File: src/rtl/signed_mod_accumulator.sv
// signed_mod_accumulator
// Steps the term mux through select codes 1..7, one term per clock, and adds
// the enabled 8-bit terms modulo MOD. The final residue is then mapped into
// the signed centred range [-(MOD-HALF-1), HALF] and presented as a 9-bit
// two's-complement result together with a one-cycle done strobe.
//
// Handshake: start is sampled only in IDLE. Once accepted, busy stays high
// until the cycle done pulses. Any start seen while busy is ignored, and
// term_mask is only captured together with an accepted start.
module signed_mod_accumulator #(
  parameter int MOD  = 255,
  parameter int HALF = (MOD - 1) / 2
) (
  input  logic       clk,
  input  logic       rst,
  input  logic       start,
  input  logic [6:0] term_mask,
  input  logic [7:0] mux_outp,
  output logic [2:0] sel,
  output logic       busy,
  output logic       done,
  output logic [8:0] result,
  output logic [1:0] dbg_state
);

  localparam logic [8:0] MOD_W  = 9'(MOD);
  localparam logic [8:0] HALF_W = 9'(HALF);

  typedef enum logic [1:0] {
    S_IDLE = 2'd0,
    S_RUN  = 2'd1,
    S_FIX  = 2'd2
  } state_t;

  state_t     state_q,   state_d;
  logic [2:0] counter_q, counter_d;
  logic [6:0] mask_q,    mask_d;
  logic [7:0] acc_q,     acc_d;
  logic [2:0] sel_q,     sel_d;
  logic       busy_q,    busy_d;
  logic       done_q,    done_d;
  logic [8:0] result_q,  result_d;

  // Datapath signals for one accumulation step and for the final mapping.
  logic [8:0] term_ext;
  logic [8:0] term_red;
  logic [8:0] sum;
  logic [8:0] sum_red;
  logic [7:0] mask_ext;
  logic       term_en;
  logic [8:0] acc_ext;
  logic [8:0] fix_val;

  // One modular accumulation step and the signed mapping of the residue.
  // Because MOD >= 128, a reduced term is below MOD, so a single conditional
  // subtraction keeps the sum in [0, MOD-1].
  always_comb begin
    term_ext = {1'b0, mux_outp};
    term_red = (term_ext >= MOD_W) ? (term_ext - MOD_W) : term_ext;
    acc_ext  = {1'b0, acc_q};
    sum      = acc_ext + term_red;
    sum_red  = (sum >= MOD_W) ? (sum - MOD_W) : sum;
    mask_ext = {1'b0, mask_q};
    term_en  = mask_ext[counter_q - 3'd1];
    // 9-bit wraparound of acc - MOD yields its two's-complement encoding.
    fix_val  = (acc_ext > HALF_W) ? (acc_ext - MOD_W) : acc_ext;
  end

  // Next-state and registered-output logic of the sequencer.
  always_comb begin
    state_d   = state_q;
    counter_d = counter_q;
    mask_d    = mask_q;
    acc_d     = acc_q;
    sel_d     = sel_q;
    busy_d    = busy_q;
    done_d    = 1'b0;
    result_d  = result_q;

    unique case (state_q)
      S_IDLE: begin
        sel_d = 3'd0;
        if (start) begin
          mask_d    = term_mask;
          acc_d     = 8'd0;
          counter_d = 3'd1;
          sel_d     = 3'd1;
          busy_d    = 1'b1;
          state_d   = S_RUN;
        end
      end

      S_RUN: begin
        if (term_en) begin
          acc_d = sum_red[7:0];
        end
        if (counter_q == 3'd7) begin
          counter_d = 3'd0;
          sel_d     = 3'd0;
          state_d   = S_FIX;
        end else begin
          counter_d = counter_q + 3'd1;
          sel_d     = counter_q + 3'd1;
        end
      end

      S_FIX: begin
        result_d = fix_val;
        done_d   = 1'b1;
        busy_d   = 1'b0;
        sel_d    = 3'd0;
        state_d  = S_IDLE;
      end

      default: begin
        state_d   = S_IDLE;
        counter_d = 3'd0;
        sel_d     = 3'd0;
        busy_d    = 1'b0;
      end
    endcase
  end

  // State and output registers; reset aborts any conversion at once.
  always_ff @(posedge clk or posedge rst) begin
    if (rst) begin
      state_q   <= S_IDLE;
      counter_q <= 3'd0;
      mask_q    <= 7'd0;
      acc_q     <= 8'd0;
      sel_q     <= 3'd0;
      busy_q    <= 1'b0;
      done_q    <= 1'b0;
      result_q  <= 9'd0;
    end else begin
      state_q   <= state_d;
      counter_q <= counter_d;
      mask_q    <= mask_d;
      acc_q     <= acc_d;
      sel_q     <= sel_d;
      busy_q    <= busy_d;
      done_q    <= done_d;
      result_q  <= result_d;
    end
  end

  assign sel       = sel_q;
  assign busy      = busy_q;
  assign done      = done_q;
  assign result    = result_q;
  assign dbg_state = state_q;

endmodule

File: config.mk
export PLATFORM = sky130hd
export DESIGN_NAME = signed_mod_accumulator
export DESIGN_NICKNAME = d
export VERILOG_FILES = /design/src/rtl/signed_mod_accumulator.sv
export SDC_FILE = /design/constraint.sdc
export NUM_CORES = 1
export LEC_CHECK = 0
export CAP_MARGIN = 15
export CORE_UTILIZATION = 50
export CTS_CLUSTER_DIAMETER = 150
export DETAILED_ROUTE_END_ITERATION = 12
export PLACE_DENSITY_LB_ADDON = 0.1
export SYNTH_ARGS = -nofsm -noshare
export SYNTH_HDL_FRONTEND = slang
export SYNTH_SLANG_ARGS = --single-unit
export TNS_END_PERCENT = 20
File: constraint.sdc
create_clock -name clk -period 4.5 [get_ports clk]
set_input_delay 1.125 -clock clk [delete_from_list [all_inputs] [get_ports clk]]
set_output_delay 1.125 -clock clk [all_outputs]
set_load 0.02 [all_outputs]
Yosys cells after proc, flatten, opt, wreduce, memory -nomap -nowiden
Cells that the tools add are included.
Cells by class
  divide/modulo/power cells: 0
  $lt $le $gt $ge: 4
  equality and inequality tests: 6
  shifts and indexed selects: 0
  multiply operators: 0
  bitwise gates (word level): 2
  mux-type cells: 19
  reductions and logical operators: 7
  $add $sub $neg: 6
Operators by type and width (number)
  two-way mux 8 bit: 3
  two-way mux 9 bit: 2
  subtractor 8 x 8 -> 9 bit, second input constant: 2
  case mux 8 bit (2 select lines): 1
  adder 8 x 9 -> 9 bit: 1
  greater-or-equal comparator 9 x 8 -> 1 bit, second input constant: 1
  case mux 3 bit (3 select lines): 1
  greater-or-equal comparator 8 bit, second input constant: 1
  greater-than comparator 8 x 7 -> 1 bit, second input constant: 1
  AND reduction 2 bit: 4
  subtractor 8 bit, second input constant: 1
  two-way mux 3 bit: 2
  inequality test 2 bit, second input constant: 3
  case mux 3 bit (2 select lines): 1
  < comparator 3 x 4 -> 1 bit, second input constant: 1
  two-way mux 1 bit: 4
  two-way mux 2 bit: 2
  case mux 2 bit (2 select lines): 1
  adder 3 x 1 -> 3 bit, second input constant: 1
  binary-select mux 1 bit (select 3 bit): 1
  equality test 3 bit, second input constant: 1
  AND reduction 3 bit: 1
  subtractor 3 x 1 -> 3 bit, second input constant: 1
  equality test 2 x 1 -> 1 bit, second input constant: 1
  other kinds (5): 6
Word-level totals
  memories kept: 0
  output and inout port bits: 16
  logic and storage cells: 52
  bits in registers: 34
  bits in writable memories: 0
  input port bits: 18
  latch bits: 0
  bits in read-only memories: 0

Longest topological paths before layout
  word-level depth: 7
  depth in mapped cells: 15
  mapped depth without buffers: 15

Least setup slack after synthesis
OpenSTA, ideal clock, no wires.
  path kind: input to register
  start: in mux_outp[0]
  end: reg acc_q[7]
  data arrival time: 4.041 ns
  required time: 4.418 ns
  path buffers: 0
  library setup time: 0.082 ns
  path slack: 0.377 ns
  stages: 14
  cells stage by stage: ha_1 > inv_1 > nor3_1 > or2_2 > xor2_1 > ha_1 > inv_1 > fa_1 > nand2b_2 > a211oi_4 > o22ai_2 > xor2_1 > or4_1 > a31oi_1
Between the ends
  cells in the longest elaborated chain, start to end: 7
  elaborated cells between the ends (all ways): 9
  classes of those cells: add/sub: 3; order compare: 2; mux: 4
Ends and longest elaborated chain
  start, declared: RTL line 18  | input logic [7:0] mux_outp,
  subtractor 8 x 8 -> 9 bit / greater-or-equal comparator 8 bit (equally long branches): RTL line 59  | term_red = (term_ext >= MOD_W) ? (term_ext - MOD_W) : term_ext;
  two-way mux 9 bit *: RTL line 59
  adder 8 x 9 -> 9 bit *: RTL line 61  | sum = acc_ext + term_red;
  subtractor 8 bit / greater-or-equal comparator 9 x 8 -> 1 bit (equally long branches): RTL line 62  | sum_red = (sum >= MOD_W) ? (sum - MOD_W) : sum;
  two-way mux 8 bit *: RTL line 62
  two-way mux 8 bit *: RTL line 94  | if (term_en) begin
  case mux 8 bit (2 select lines) *: RTL line 80  | unique case (state_q)
  end signal, assigned: RTL line 130  | acc_q <= 8'd0;
  end signal, assigned: RTL line 139  | acc_q <= acc_d;
  end, declared: RTL line 38  | logic [7:0] acc_q, acc_d;
Every way passes the cells marked *; elsewhere a longest branch is shown, timed or not. The select of a mux whose other input is x is not followed.
A chain may end at the register's enable or synchronous reset.

Final worst setup path
  start: in mux_outp[1]
  end: reg acc_q[7]
Same word-level chain as after synthesis.

==> flow_summary.toml <==
[synth]
synth_top_family_by_area = "simple AND/OR/NAND/NOR gates"
synth_fp_nets = 276
muxShareOfSynthArea_pct = 3.765
syn-instance-count = 243
synth_compound_area_share_pct = 17.22
synth-simple-area-share_pct = 21.71
synth-xor-area-share_pct = 6.146
synth.distinct_cells = 54
synthAdderAreaFrac_pct = 8.638
syn_area_um2 = 2260
synth_seq_cells = 34
ys_warn_count = 0
ys_seq_area_share_pct = 37.65
syn_area_per_cell_um2 = 9.299

[pwr]
ir_drop_v = 0.0002936
p_leak_uw = 0.001306
powerDensity_nw_per_um2 = 740.5

[clock_network]
htree_levels = 2
cts_max_path_buffers = 2
clk_pin_slew_ns = 0.07
cts_buffers = 5
clkLatencyLatePin_ns = 0.29
clock_sinks = 34
cts-root-buf = "clkbuf_8"
tritoncts = "yes"

[die]
initial_core_util_pct = 51.90
die_w_um = 69.23
die_area_um2 = 4792
die_h_um = 69.23
io_pins = 34
rows = 24
core_area_um2 = 4354

[setup_path]
crit_path_start_kind = "input port"
crit_slowest_cell = "or4_1"
setup.worst_path.end_class = "flop"
required_ns = 4.72
arrival_ns = 4.55
cp_top_family = "simple AND/OR/NAND/NOR gates"
crit_chain = "clkdlybuf4s50_1 > ha_2 > inv_1 > nor3_2 > or2_4 > xor2_1 > ha_2 > inv_1 > fa_2 > nand2b_4 > a211oi_4 > nor4_2 > nor3_4 > nand2_1 > or4_1 > a31oi_1"
criticalPathCategory = "in2reg"
crit_path_max_incr_delay_ns = 0.52
critPathMaxFanout = 4
path_buf_inv = 3

[sta]
setup_tns_ns = 0
worstMarginPinSlew_ns = 0.6862
relSlewSlack_pct = 54.25
fin_skew_ns = 0.004426
hold_viol_final = 0
maxSlewViolCount = 0
period_share_pct = 96.29
fin_ws_ns = 0.1670
fmax_ghz = 0.2308
setup_viol = 0
fin_crit_ns = 4.333

[drt]
via_per_inst = 5.504
avgRoutedWirePerCell_um = 13.56
routed_wirelength_um = 4733
drtPass1Iterations = 4
drtIter0Drc = 123
vias = 1921
ant_nets = 0
drcViolationCount = 0

[final_layout]
area_growth_pct = 28.29
mostFrequentLayoutCells = "nand2_1 (42), dfrtp_1 (34), clkdlybuf4s50_1 (33)"
drive_gt1_share_pct = 18.52
final_common_cell = "nand2_1"
nets = 329
postLayoutCoreUtil_pct = 66.58
multi_input_area_um2 = 1351
final-seq-area_um2 = 850.8
fillCellCount = 372
antennaDiodeCount = 0

[placed_design]
dp_slack_ns = -0.1392
gp_congestion = 0.8650
hpwl_um = 3606
port_buffers = 33

[global_routing]
grt_pass1_wl_um = 7935
grt_pass1_vias = 1778
grtUsageTotal_pct = 20.79
antenna_found_initial = 0
overflow = 0
grt_max_degree = 35

[run_status]
status = "complete, no violations"

[run]
cap_violations = 0

[min_path]
min_path_type = "reg2reg"
report_power, final:
| group | total (µW) | internal (µW) | switching, µW |
|---|---|---|---|
| clock | 235 | 123 | 113 |
| combinational | 1330 | 628 | 706 |
| sequential | 577 | 444 | 133 |
registers in the layout (all words and copies together) (netlist names):
name       flops
counter_q      3
busy           1
mask_q         7
done           1
sel            3
dbg_state      2
result         9
acc_q          8
final cells by class:
class                   count  share of cell area [%]
repair buffers             52                   16.31
multi-input cells         186                   46.61
flip-flops and latches     34                   29.35
clock buffers               6                   2.849
well taps                  52                   2.244
inverters                  17                   2.201
clock inverters             2                  0.4316
routing by layer:
metal	vias to the layer above	track usage (%)	share of wire [%]
met5	-	0	0
met4	0	8.844	2.1
met3	9	4.070	3.9
met2	44	34.20	49
met1	909	26.69	45
li1	959	-	-
worst reg2reg max path, cell delays in order, from the launching register on:
cell and delay [ns]:
dfrtp_1 0.49, ha_2 0.23, inv_1 0.05, fa_2 0.34, nand2b_4 0.17, a211oi_4 0.31, nor4_2 0.09, nor3_4 0.26
nand2_1 0.09, or4_1 0.52, a31oi_1 0.16
through the flow:
step / hold slack [ns] / cells / instance area, µm² / power (µW)
after global routing: 0.4954 / 349 / 2899 / 2318
final: 0.4753 / 349 / 2899 / 2147
after CTS: 0.4833 / 345 / 2816 / 2100
after detailed placement: 0.4652 / 337 / 2721 / 1857
after global placement: 0.4549 / 337 / 2721 / 1821
after floorplan: 0.4403 / 243 / 2260 / 1508
path summary, 6_finish.rpt:
check                      depth (start not counted)  slack, ns   endpoint         from
min in group asynchronous                          3       1.22       busy          rst
setup / recovery                                  16       0.17   acc_q[7]  mux_outp[1]
hold / removal                                     2       0.48  mask_q[1]    mask_q[1]
setup reg to reg                                  10       1.73   acc_q[7]     acc_q[0]
max in group asynchronous                          3       2.97  mask_q[6]          rst
hold reg to reg                                    2       0.48  mask_q[1]    mask_q[1]
Yosys cell counts, drive strengths merged:
cell type,instances,area (µm²)
a211o,3,27.53
a211oi,4,47.54
a21boi,1,7.510
a21o,2,16.27
a21oi,8,40.04
a221oi,1,8.760
a22o,1,8.760
a31o,2,17.52
a31oi,5,37.53
a41oi,1,16.27
and2,4,25.02
and3,3,18.77
buf,4,38.78
clkbuf,2,7.510
dfrtp,34,850.8
fa,1,20.02
ha,14,175.2
inv,17,63.81
mux2,2,22.52
mux2i,4,40.04
mux4,1,22.52
nand2,42,157.7
nand2b,5,33.78
nand3,8,40.04
nand3b,1,7.510
nand4,6,37.54
nor2,6,22.52
nor2b,6,37.54
nor3,7,51.30
nor3b,1,18.77
nor4,2,12.51
o211ai,2,15.01
o21a,1,7.510
o21ai,19,95.09
o22ai,1,12.51
o2bb2ai,1,15.01
o31a,1,8.760
o31ai,1,7.510
or2,1,6.260
or3,1,6.260
or4,2,15.01
xnor2,4,35.03
xor2,11,103.9
what timing repair did:
item / CTS / global route
gates resized for setup: 0 / 11
buffers inserted: 0 / 4
hold buffers: 0 / 0
endpoints found under the setup margin: 0 / 8
cells by family (layout without fill, tap and decap cells):
group / after synthesis / count (layout)
AO/OA/AOI/OAI: 54 / 54
adder cells (fa/ha/maj): 15 / 15
buffers and inverters: 23 / 77
XOR/XNOR: 15 / 15
multiplexers: 7 / 7
flip-flops: 34 / 34
AND/OR/NAND/NOR: 95 / 95
(Power assumes the default switching activity.)
